## src/rtl/instr_fetch.sv

```systemverilog
// Instruction-fetch stage: owns the architectural PC, fetches one word at a time
// from instruction memory and hands it to the decoder, then redirects on accept.
module instr_fetch #(
  parameter logic [31:0] RESET_PC = 32'h0040_0000
) (
  input  logic        clk,
  input  logic        rst,
  output logic        imem_req,
  output logic [31:0] imem_addr,
  input  logic        imem_ready,
  input  logic [31:0] imem_rdata,
  output logic [31:0] instr_out,
  output logic [31:0] instr_pc,
  output logic        instr_valid,
  input  logic        instr_accept,
  input  logic        br_taken,
  input  logic [15:0] br_imm,
  input  logic        jmp,
  input  logic [25:0] jmp_index,
  input  logic        jr,
  input  logic [31:0] jr_target,
  output logic [31:0] instr_count
);

  typedef enum logic [1:0] {
    RST_WAIT,
    FETCH,
    HOLD
  } state_t;

  state_t      state;
  state_t      state_next;
  logic [31:0] pc;
  logic [31:0] pc4;
  logic [31:0] br_offset;
  logic [31:0] next_pc;
  logic        capture;
  logic        retire;

  always_ff @(posedge clk) begin
    if (rst) begin
      state <= RST_WAIT;
    end else begin
      state <= state_next;
    end
  end

  always_comb begin
    state_next = state;
    capture    = 1'b0;
    retire     = 1'b0;
    unique case (state)
      RST_WAIT: begin
        state_next = FETCH;
      end
      FETCH: begin
        if (imem_ready) begin
          capture    = 1'b1;
          state_next = HOLD;
        end
      end
      HOLD: begin
        if (instr_accept) begin
          retire     = 1'b1;
          state_next = FETCH;
        end
      end
      default: begin
        state_next = RST_WAIT;
      end
    endcase
  end

  // Redirect priority: JR over J/JAL over taken branch over fall-through.
  always_comb begin
    pc4       = instr_pc + 32'd4;
    br_offset = {{14{br_imm[15]}}, br_imm, 2'b00};
    next_pc   = pc4;
    if (jr) begin
      next_pc = jr_target & 32'hFFFF_FFFC;
    end else if (jmp) begin
      next_pc = {pc4[31:28], jmp_index, 2'b00};
    end else if (br_taken) begin
      next_pc = pc4 + br_offset;
    end
  end

  always_ff @(posedge clk) begin
    if (rst) begin
      pc          <= RESET_PC;
      instr_out   <= 32'd0;
      instr_pc    <= RESET_PC;
      instr_count <= 32'd0;
    end else begin
      if (capture) begin
        instr_out <= imem_rdata;
        instr_pc  <= pc;
      end
      if (retire) begin
        pc          <= next_pc;
        instr_count <= instr_count + 32'd1;
      end
    end
  end

  // Handshake outputs come from state alone so no input reaches an output combinationally.
  assign imem_req    = (state == FETCH);
  assign instr_valid = (state == HOLD);
  assign imem_addr   = pc & 32'hFFFF_FFFC;

endmodule

```

## config.mk

```make
export PLATFORM = sky130hd
export DESIGN_NAME = instr_fetch
export DESIGN_NICKNAME = d
export VERILOG_FILES = /design/src/rtl/instr_fetch.sv
export SDC_FILE = /design/constraint.sdc
export NUM_CORES = 1
export LEC_CHECK = 0
export CAP_MARGIN = 0
export CORE_MARGIN = 3
export CORE_UTILIZATION = 43
export DETAILED_ROUTE_END_ITERATION = 12
export PLACE_DENSITY_LB_ADDON = 0.12
export SYNTH_ARGS = -nofsm -noshare
export SYNTH_HDL_FRONTEND = slang
export SYNTH_SLANG_ARGS = --single-unit
export TNS_END_PERCENT = 30
```

## constraint.sdc

```tcl
create_clock -name clk -period 3.5 [get_ports clk]
set_clock_uncertainty 0.2 [all_clocks]
set_input_delay 0.7 -clock clk [delete_from_list [all_inputs] [get_ports clk]]
set_output_delay 0.7 -clock clk [all_outputs]
set_load 0.05 [all_outputs]
```

==> metrics.cfg <==
[status]
outcome=finished clean

[global_routing]
grt_pass1_wl_um=46800
grt_max_degree=65
grt_usage_pct=29.4
antenna_found_initial=0
grt_pass1_vias=8735
grt_overflow=0

[logic_synthesis]
post_synth.cell_area_avg_um2=7.59
synthFlopType=dfxtp_1
synthArstFlopShare_pct=0
synth_seq_area_share_pct=32.4
synth_xor_area_share_pct=7.52
ys_ff_latch=130
muxShareOfSynthArea_pct=1.04
synth_compound_area_share_pct=22.3
synth_edf_count=0
synthAdderAreaFrac_pct=6.17
syn-cell-area_um2=8030
synthCells=1059
synth-simple-area-share_pct=24.4
synth_cell_types=72
ys_warn_count=0
synth_top_family_by_area=simple AND/OR/NAND/NOR gates

[clock_network]
cts_buffers=17
cts_root_buffer=clkbuf_16
insertion_delay_ns=0.43
clock_path_buffers=2
hold_buffers=0
cts.sinks=130
clkTransAtPathRegs_ns=0.07
cts_tree=done
htreeDepth=4

[die]
core_um2=18100
io_pins=243
die_area_um2=20400
rows=49
die_w_um=143
start_util_pct=44.3
die_h_um=143

[timing]
setup_slack_ns=0.000375
maxSlewHeadroom_pct=50.1
rsz0062_at_grt=true
fin_crit_ns=3.50
hold_viol_final=0
setup_viol=0
fmax_mhz=286
tightest_slew_ns=0.749
slew_violations=0
period_share_pct=100

[worst_hold_path]
hold_path.class=flop to flop
min_from=instr_out[25]
holdPathStages=2
holdPathEnd=instr_out[25]

[critical_path]
cp.required_ns=3.68
crit_type=input pin to flop
regToRegStartpoint=instr_pc[3]
arrival_ns=3.68
r2r_end=pc[30]
worstSetupStartpointType=input pin
worstRegToRegCells=15
crit_fanout=2
endpoint_kind=flop
rrSetupSlack_ns=0.02

[finish]
drive_gt1_share_pct=22.6
fill_cells=1501
antennaDiodeCount=0
syn2layout_area_growth_pct=58.7
final_nets=1549
design_area_um2=12800

[power]
ir_worst_vdd_v=0.000344
p_per_area_nw_per_um2=322
total_leakage_power_uw=0.00517

[flow_run]
max_cap_viol_count=0

[place]
post-dp-hpwl_um=22300
routabilityCongestion=0.914
preCtsSetupSlack_ns=-0.445
placed_area_um2=11500
io_buffers=238

[routing]
wl_per_cell_um=19.1
antenna_left=0
via_per_inst=5.57
drc_errors=0
firstDrtPassIters=5
drt-total-wl_um=31300
vias=9128
drt_iter0_drc=588

## worst max-delay path: stages
cell	delay, ns
clkdlybuf4s50_1	0.42
ha_1	0.22
fa_1	0.41
a21o_1	0.23
a221oi_4	0.32
buf_4	0.19
nor3_4	0.04
o2111ai_2	0.26
buf_4	0.16
nand2_1	0.07
xnor2_1	0.16
a211oi_1	0.32
a22o_1	0.17
## registers in the layout, indices dropped and copies added (netlist names)
register / cells
instr_count: 32
instr_out: 32
state: 2
pc: 32
instr_pc: 32
## cell families after synthesis
logic type      Yosys count
mux                       8
compound gates          286
xor+xnor                 69
other cells               1
simple gates            427
buf+inv                  99
fa+ha+maj                39
flops                   130
## how the worst max path moves through the flow
stage                  from     end  slack (ns)  depth (start not counted)
2_1_floorplan   instr_pc[2]  pc[29]        0.02                         14
3_3_place_gp      br_imm[0]  pc[16]       -0.41                         12
3_5_place_dp      br_imm[0]  pc[16]       -0.44                         12
4_1_cts           br_imm[0]  pc[26]       -0.02                         12
5_1_grt        instr_pc[19]  pc[30]       -0.11                         13
6_report          br_imm[0]  pc[18]      0.0004                         13
## through the flow
| stage | utilization, % | setup TNS, ns | power (uW) | hold slack (ns) | instances |
|---|---|---|---|---|---|
| 5_1_grt | 70.3 | -0.720 | 4240 | 0.266 | 1639 |
| 4_1_cts | 67.8 | -0.0495 | 4100 | 0.254 | 1628 |
| 3_5_place_dp | 63.5 | -2.94 | 2250 | 0.246 | 1588 |
| 3_3_place_gp | 63.5 | -2.34 | 2250 | 0.237 | 1588 |
| 2_1_floorplan | - | 0 | 1920 | 0.232 | 1060 |
| 6_report | 70.3 | 0 | 4110 | 0.253 | 1639 |
## cells in the final DEF (no fill, tap or decap), drive strengths merged, types with 21 or more instances in the layout
| cell | Yosys | routed |
|---|---|---|
| nor2 | 74 | 74 |
| inv | 14 | 22 |
| clkdlybuf4s50 | 0 | 237 |
| xor2 | 37 | 37 |
| buf | 38 | 165 |
| ha | 38 | 38 |
| o21ai | 53 | 53 |
| nand3 | 35 | 35 |
| nand2 | 212 | 212 |
| nand4 | 21 | 21 |
| a21oi | 128 | 128 |
| xnor2 | 32 | 32 |
| dfxtp | 130 | 130 |
## cells in the mapped netlist (19+ instances only)
library cell | count | share of area (%)
xnor2_1 | 32 | 3.5
nor2_1 | 74 | 3.5
o21ai_0 | 52 | 3.2
clkbuf_1 | 46 | 2.1
dfxtp_1 | 130 | 32
xor2_1 | 37 | 4.0
nand4_1 | 19 | 1.5
a21oi_1 | 128 | 8.0
nand3_1 | 35 | 2.2
buf_4 | 32 | 3.0
nand2_1 | 212 | 9.9
ha_1 | 38 | 5.9
## layout make-up
cell class,instances,area [um^2],area share [%]
clock buffer,18,429,3.37
clock inverter,14,168,1.31
inverter,15,56.3,0.442
multi-input combinational,831,5470,42.9
sequential,130,2670,20.9
tap,229,287,2.25
timing repair buffer,402,3680,28.8
## power breakdown
group / switching [uW] / total, uW / internal, uW
Clock: 769 / 1840 / 1080
Combinational: 413 / 738 / 326
Sequential: 22.8 / 1520 / 1500
## what timing repair did
action	CTS	global route
gates resized for setup	24	71
buffers inserted	8	11
setup endpoints to repair	12	15
pin swaps	14	35
## routing by layer
layer / vias up / track usage, % / wire length, um / share of wire (%)
li1: 4387 / - / - / -
met1: 4277 / 37.7 / 13000 / 42
met2: 398 / 46.5 / 14400 / 46
met3: 66 / 8.81 / 2720 / 8.7
met4: 0 / 11.3 / 1110 / 3.5
met5: - / 0 / 0 / 0
Power figures use the tool's default switching activity.
